`src/rtl/stack_arbiter.sv`:
```
// Two-requester round-robin front end for a single stack: grant, one-cycle command strobe, one-cycle ack.
// Define STACK_ARB_ERR_EN to add err0/err1 and suppress commands that would overflow or underflow the stack.
module stack_arbiter #(
  parameter int WIDTH = 5
) (
  input  logic             clk,
  input  logic             rst,
  input  logic             req0,
  input  logic             req1,
  input  logic [1:0]       op0,
  input  logic [1:0]       op1,
  input  logic [WIDTH-1:0] din0,
  input  logic [WIDTH-1:0] din1,
  output logic             ack0,
  output logic             ack1,
  output logic [WIDTH-1:0] dout0,
  output logic [WIDTH-1:0] dout1,
  output logic             s_push,
  output logic             s_pop,
  output logic             s_tos,
  output logic [WIDTH-1:0] s_data_in,
  input  logic [WIDTH-1:0] s_data_out,
  input  logic             s_full,
  input  logic             s_empty
`ifdef STACK_ARB_ERR_EN
  ,
  output logic             err0,
  output logic             err1
`endif
);

  localparam logic [1:0] OP_PUSH = 2'b00;
  localparam logic [1:0] OP_POP  = 2'b01;
  localparam logic [1:0] OP_TOS  = 2'b10;

  typedef enum logic [1:0] {IDLE, ISSUE, RESP} state_t;

  state_t           state;
  logic             gnt;
  logic             last;
  logic             sel;
  logic [1:0]       sel_op;
  logic [WIDTH-1:0] sel_din;
  logic             fault;
  logic             err_p0;
  logic             err_p1;

  // A tie goes to the requester that was not served last; a lone request wins outright.
  always_comb begin
    sel     = (req0 && req1) ? ~last : ~req0;
    sel_op  = sel ? op1 : op0;
    sel_din = sel ? din1 : din0;
  end

`ifdef STACK_ARB_ERR_EN
  function automatic logic op_fault(input logic [1:0] op, input logic full, input logic empty);
    return ((op == OP_PUSH) && full) || (((op == OP_POP) || (op == OP_TOS)) && empty);
  endfunction

  assign fault = op_fault(sel_op, s_full, s_empty);
  assign err0  = ack0 & err_p1;
  assign err1  = ack1 & err_p1;
`else
  logic unused_flags;
  assign unused_flags = s_full ^ s_empty;
  assign fault        = 1'b0;
`endif

  always_ff @(posedge clk or posedge rst) begin
    if (rst) begin
      state     <= IDLE;
      gnt       <= 1'b0;
      last      <= 1'b1;
      s_push    <= 1'b0;
      s_pop     <= 1'b0;
      s_tos     <= 1'b0;
      s_data_in <= '0;
      ack0      <= 1'b0;
      ack1      <= 1'b0;
      err_p0    <= 1'b0;
      err_p1    <= 1'b0;
    end else begin
      case (state)
        // grant edge: latch requester, data and the command to strobe next cycle
        IDLE: begin
          if (req0 || req1) begin
            gnt       <= sel;
            s_data_in <= sel_din;
            s_push    <= (sel_op == OP_PUSH) && !fault;
            s_pop     <= (sel_op == OP_POP)  && !fault;
            s_tos     <= (sel_op == OP_TOS)  && !fault;
            err_p0    <= fault;
            state     <= ISSUE;
          end
        end
        // strobe cycle ends; the stack's registered read data is valid in RESP
        ISSUE: begin
          s_push <= 1'b0;
          s_pop  <= 1'b0;
          s_tos  <= 1'b0;
          ack0   <= ~gnt;
          ack1   <= gnt;
          err_p1 <= err_p0;
          state  <= RESP;
        end
        // ack cycle ends; served requester loses the next tie
        RESP: begin
          ack0   <= 1'b0;
          ack1   <= 1'b0;
          err_p1 <= 1'b0;
          last   <= gnt;
          state  <= IDLE;
        end
        default: state <= IDLE;
      endcase
    end
  end

  assign dout0 = (ack0 && !err_p1) ? s_data_out : '0;
  assign dout1 = (ack1 && !err_p1) ? s_data_out : '0;

endmodule

```
`config.mk`:
```
export PLATFORM = sky130hd
export DESIGN_NAME = stack_arbiter
export DESIGN_NICKNAME = d
export VERILOG_FILES = /design/src/rtl/stack_arbiter.sv
export SDC_FILE = /design/constraint.sdc
export NUM_CORES = 1
export LEC_CHECK = 0
export ABC_CLOCK_PERIOD_IN_PS = 1710
export CAP_MARGIN = 0
export CORE_MARGIN = 5
export CORE_UTILIZATION = 38
export CTS_BUF_LIST = sky130_fd_sc_hd__clkbuf_16
export DETAILED_ROUTE_END_ITERATION = 8
export PLACE_DENSITY_LB_ADDON = 0.3
export SLEW_MARGIN = 0
export SYNTH_ARGS = -nofsm -noshare
export SYNTH_HDL_FRONTEND = slang
export SYNTH_SLANG_ARGS = --single-unit
```
`constraint.sdc`:
```
create_clock -name clk -period 1.71 [get_ports clk]
set_clock_uncertainty 0.05 [all_clocks]
set_input_delay 0.342 -clock clk [delete_from_list [all_inputs] [get_ports clk]]
set_output_delay 0.342 -clock clk [all_outputs]
set_load 0.01 [all_outputs]
```
==> key figures, run 1 <==
Critical path
  – RR Endpoint: state[0]
  – CP endpoint kind: primary output
  – CP Data Required Time: 1.32 ns
  – Classification of the worst setup path: reg -> out
  – Worst Path Buf+Inv: 1
  – Slack of the worst reg-to-reg path: 0.19 ns
  – CP max-delay cell: clkdlybuf4s50_1
  – Crit-path cells: clkdlybuf4s50_1
  – Startpoint Class: flop
  – Worst path max stage delay: 0.57 ns
  – Worst reg2reg startpoint: state[1]
  – CP delay by family, top: buffers and inverters
  – Worst R2R Path Depth: 4
  – Worst-path fanout max: 7
  – CP arrival: 1.22 ns

Die
  – Die area: 3170 sq um
  – Cell Rows: 16
  – Die Ht: 56.3 um
  – Core area: 2000 sq um
  – I/O pin count: 45
  – Initial Utilization: 0.407
  – Die span in x: 56.3 um

Yosys
  – Cell taking the most area after synthesis: dfrtp_1
  – Post-synthesis cell count: 82
  – FFs w/ async S/R, synth: 1.00
  – Seq cells post-synth: 14
  – Post-Syn Area per Cell: 9.95 sq um
  – Top_reg_cell synth: dfrtp_1
  – Register area share after synthesis: 0.431
  – Most numerous cell in the Yosys netlist: dfrtp_1
  – Warnings, synthesis: 0
  – Number of flops mapped to enable cells by yosys: 0
  – Yosys top cell area share: 0.399
  – Cell Area, Synth: 816 sq um
  – Top cells by area, synth: dfrtp_1 40%, mux2i_1 9.8%, and2_1 7.7%
  – Distinct cells, synth: 22
  – Synth top cells by count: 13 x dfrtp_1, 10 x and2_1, 9 x nand2_1, 9 x o21ai_0, 8 x mux2i_1
  – Mapped Nets: 111

Timing
  – Final period utilization: 0.945
  – Final Critical Period: 1.62 ns
  – Pins Over Slew Limit: 0
  – Final hold vios: 0
  – Fmax: 619 MHz
  – RSZ-0062 raised after global routing: false
  – Slew headroom: 0.643
  – Worst Max-Slew Pin Slew: 0.534 ns
  – Setup Viol. Count Final: 0
  – Total negative slack: 0 ns

Cells and area
  – N_diodes: 0
  – Nets: 158
  – Area grow syn2layout: 66.3%
  – Share of cells above drive strength 1: 0.117
  – Core Util, Final: 0.678
  – # fillers: 152

Route
  – DR pass1 iterations: 2
  – Vias per cell: 4.66
  – WL/cell: 13.0 um
  – Post-Route WL: 2010 um
  – Starting DRT DRC Count: 4
  – Residual DRC: 0
  – Via count: 722
  – Number of routed nets with antenna violations: 0

Placed design
  – Hpwl dp: 1640 um
  – RD Place Congestion: 0.737
  – Port bufs: 42

Clock tree
  – CTS tree: done
  – TritonCTS buffer count: 3
  – Root cell of the clock tree: clkbuf_16
  – Clock Path Buffers: 2
  – Clk slew on worst S/H paths: 0.04 ns
  – Worst-Skew Late Latency: 0.24 ns
  – Setup bufs post-CTS: 0
  – Sink Count: 14
  – Hold_buf cts: 0
  – CTS H-tree lvls: 1

Global route
  – Antenna violations before repair: 0
  – Vias in the first global route: 736
  – Largest net degree at the start of global routing: 15
  – Aggregate global routing overflow: 0
  – First-pass GRT wire length: 3510 um
  – Gr usage total: 0.139

Pwr
  – Pwr dens: 1510 nW/um^2
  – Leak: 0.658 nW
  – Max IR drop VDD: 1.32 mV
  – Pwr Total: 0.00205 W

Job
  – Maximum capacitance violations: 0

Worst hold path
  – Worst min path class: in -> async

Status
  – Status: finished clean
stage by stage:
stage,hold slack [ns],area [sq um],worst slack [ns],instances
after floorplan,0.181,816,0.304,82
after global placement,0.415,1280,-0.136,151
after detailed placement,0.423,1280,-0.154,151
after CTS,0.423,1350,0.0721,155
after global routing,0.452,1360,0.000252,155
final,0.404,1360,0.0949,155
sequential cells by signal, summed over array words and instances (netlist names):
register and flops:
last 1, state 2, gnt 1, ack1 1
s_data_in 5, ack0 1, s_pop 1, s_push 1
s_tos 1
worst reg2reg max path, stage by stage, from the launching register on:
cell	delay, ns
dfrtp_1	0.39
inv_1	0.12
ha_2	0.24
nor3b_4	0.25
mux2_2	0.36
placed cells by master (no fill, tap or decap), drive strengths merged:
master,n
a21oi,1
a22o,1
and2,10
and2b,1
buf,2
clkbuf,3
clkdlybuf4s50,32
dfrtp,13
dfstp,1
dlygate4sd2,10
ha,4
inv,9
mux2,4
mux2i,8
nand2,9
nand3b,2
nor2,3
nor2b,2
nor3b,1
o21ai,10
o21bai,1
o31ai,1
final cells by class:
| type | count | area [sq um] | area share |
|---|---|---|---|
| Timing Repair Buffer | 44 | 435 | 0.321 |
| Inverter | 8 | 30.0 | 0.0221 |
| Multi-Input combinational cell | 58 | 427 | 0.315 |
| Sequential cell | 14 | 352 | 0.259 |
| Clock inverter | 1 | 3.75 | 0.00277 |
| Tap cell | 27 | 33.8 | 0.0249 |
| Clock buffer | 3 | 75.1 | 0.0554 |
worst max-delay path by stage:
stage	endpoint	slack, ns	startpoint	cells past startpoint
after global routing	s_push	0.0003	state[1]	6
final	ack0	0.09	ack0	1
after CTS	ack0	0.07	ack0	1
after global placement	dout1[4]	-0.14	s_data_out[4]	3
after detailed placement	dout0[4]	-0.15	s_data_out[4]	3
after floorplan	state[0]	0.30	state[0]	4
routing by layer:
layer  share of wire  GRT usage
met4          0.0085     0.0407
met3           0.060     0.0528
met2            0.52      0.244
met1            0.41      0.155
met5               0          0
cell families (layout without fill, tap and decap cells):
| kind of cell | after synthesis | in the layout | share of synthesized area |
|---|---|---|---|
| muxes | 12 | 12 | 0.153 |
| adders and majority gates | 4 | 4 | 0.0614 |
| buffers and inverters | 10 | 56 | 0.0567 |
| DFF | 14 | 14 | 0.431 |
| AOI/OAI and AO/OA | 14 | 14 | 0.107 |
| and+or+nand+nor | 28 | 28 | 0.190 |
timing repair:
item,in CTS,in global routing
endpoints found under the hold margin,0,0
resized for setup,10,2
setup endpoints to repair,10,2
where the power goes:
group | switching [W] | total [W] | internal, W
combinational | 0.000438 | 0.00100 | 0.000565
clock | 0.000123 | 0.000431 | 0.000308
sequential | 0.000115 | 0.000615 | 0.000500
total | 0.000676 | 0.00205 | 0.00137
Note: power is estimated with default switching activity, not from simulation.
==> run 2, diff against run 1 <==
--- a/config.mk
+++ b/config.mk
@@ -11,7 +11,9 @@
 export CORE_UTILIZATION = 38
 export CTS_BUF_LIST = sky130_fd_sc_hd__clkbuf_16
 export DETAILED_ROUTE_END_ITERATION = 8
+export GPL_ROUTABILITY_DRIVEN = 0
 export PLACE_DENSITY_LB_ADDON = 0.3
+export SETUP_SLACK_MARGIN = 0.2
 export SLEW_MARGIN = 0
 export SYNTH_ARGS = -nofsm -noshare
 export SYNTH_HDL_FRONTEND = slang
==> run 2 against run 1 <==
Against the previous run: clock-buffer cell count stayed put; via count is 2.2% higher; register-to-register slack better by 0.08 ns; combinational power is 4% higher; total power is 1.5% higher; design area is 0.28% lower; first-iteration DRC count is 75% lower; clock power hardly changed; cell count is 2.6% higher; critical path type is now in -> out; largest cell class is now multi-input combinational cells; highest routed layer unchanged.
==> key figures, run 2 (same netlist as run 1, synthesis figures left out) <==
Status
  – Status: finished clean

Worst hold path
  – Worst min path class: in -> async

Timing
  – RSZ-0062 raised after global routing: true
  – Final hold vios: 0
  – Pins Over Slew Limit: 0
  – Final worst-path setup slack: 0.262 ns
  – Final period utilization: 0.847
  – Final Critical Period: 1.45 ns
  – Setup Viol. Count Final: 0
  – Worst Max-Slew Pin Slew: 0.534 ns
  – Slew headroom: 0.643
  – Fmax: 691 MHz

Placed design
  – Setup WS pre-CTS: -0.154 ns
  – Hpwl dp: 1640 um
  – Placed insts: 151
  – Port bufs: 42

Route
  – Post-Route WL: 2080 um
  – Vias per cell: 4.64
  – Residual DRC: 0
  – DR pass1 iterations: 2
  – Number of routed nets with antenna violations: 0
  – Via count: 738
  – Starting DRT DRC Count: 1
  – WL/cell: 13.1 um

Critical path
  – CP arrival: 1.06 ns
  – Classification of the worst setup path: in -> out
  – Worst path max stage delay: 0.47 ns
  – CP max-delay cell: clkdlybuf4s50_1
  – CP endpoint kind: primary output
  – Startpoint Class: primary input
  – Crit-path cells: clkdlybuf4s50_1, and2_1, clkbuf_2
  – CP Data Required Time: 1.32 ns
  – Worst-path fanout max: 2

Global route
  – Aggregate global routing overflow: 0
  – First-pass GRT wire length: 3560 um
  – Antenna violations before repair: 0
  – Vias in the first global route: 753
  – Gr usage total: 0.141
  – Largest net degree at the start of global routing: 15

Clock tree
  – Hold_buf cts: 0
  – Worst-Skew Late Latency: 0.24 ns
  – CTS tree: done
  – Clk slew on worst S/H paths: 0.04 ns
  – Clock Path Buffers: 2
  – TritonCTS buffer count: 3
  – CTS H-tree lvls: 1
  – Root cell of the clock tree: clkbuf_16
  – Sink Count: 14

Cells and area
  – # fillers: 159
  – Commonest non-fill, non-tap cell in the layout: clkdlybuf4s50_1
  – Reg area: 352 sq um
  – Biggest register: s_data_in
  – N_diodes: 0
  – Area grow syn2layout: 65.8%
  – Final std cells w/o fill: 159
  – Largest regs: s_data_in: 5 flops, state: 2 flops
  – Nets: 162
  – Multi-input combinational cell area: 440 sq um
  – Share of cells above drive strength 1: 0.242
  – Largest register FFs: 5
  – Commonest non-fill, non-tap cells in the layout: 21 x clkdlybuf4s50_1, 13 x dfrtp_1, 10 x and2_1, 10 x dlygate4sd2_1

Die
  – Die Ht: 56.3 um
  – Initial Utilization: 0.407
  – I/O pin count: 45
  – Die span in x: 56.3 um
  – Cell Rows: 16
  – Die area: 3170 sq um
  – Core area: 2000 sq um

Pwr
  – Leak: 0.697 nW
  – Max IR drop VDD: 1.37 mV
  – Pwr dens: 1540 nW/um^2

Job
  – Maximum capacitance violations: 0
## run 2: cell count changes in the layout (fill, tap and decap cells not counted), moves of 2 or more
cell             delta
buf_2               +9
buf_4               +4
clkdlybuf4s50_1    -11
inv_1               -2
inv_2               +2
## run 2: cell type report
type	count	share of cell area
multi-input cells	58	0.326
repair buffers	48	0.309
well taps	27	0.0250
inverters	8	0.0222
clock inverters	1	0.00278
clock buffers	3	0.0555
flip-flops and latches	14	0.260
## run 2: through the flow
step	TNS, ns	utilization	instance area [sq um]	hold slack, ns	total power, W
global placement	-1.34	0.640	1280	0.415	0.00162
CTS	0	0.658	1320	0.423	0.00200
detailed placement	-1.62	0.640	1280	0.423	0.00166
floorplan	0	-	816	0.181	0.00113
finish	0	0.676	1350	0.403	0.00208
global route	0	0.676	1350	0.447	0.00224
## run 2: final timing paths
path / from / endpoint / slack [ns] / depth (start not counted)
worst max-delay path: s_data_out[4] / dout0[4] / 0.26 / 3
worst min-delay path: rst / s_data_in[1] / 0.40 / 2
max in group asynchronous: rst / last / 0.84 / 2
worst min register to register: s_data_in[2] / s_data_in[2] / 0.43 / 2
min in group clk: s_data_in[2] / s_data_in[2] / 0.43 / 2
worst max register to register: state[0] / state[0] / 0.27 / 4
## run 2: repair_timing
item / in CTS / in global routing
pin swaps: 0 / 0
gates resized for setup: 49 / 7
endpoints found under the setup margin: 24 / 7
buffers inserted: 1 / 3
## run 2: metal layers
metal / wire length (um) / track usage
met1: 862 / 0.154
met2: 1080 / 0.252
met4: 17 / 0.0441
met5: 0 / 0
met3: 120 / 0.0528
## run 2: worst max-delay path: cells and delay by family
kind / cells / cell delay [ns]
simple gates: 1 / 0.12
buf+inv: 2 / 0.60
## run 2: where the power goes
group	internal, W	total, W	switching [W]	leakage, nW
clock network	0.000308	0.000433	0.000125	0.0423
logic	0.000561	0.00104	0.000477	0.482
registers	0.000500	0.000609	0.000109	0.173
total	0.00137	0.00208	0.000710	0.697
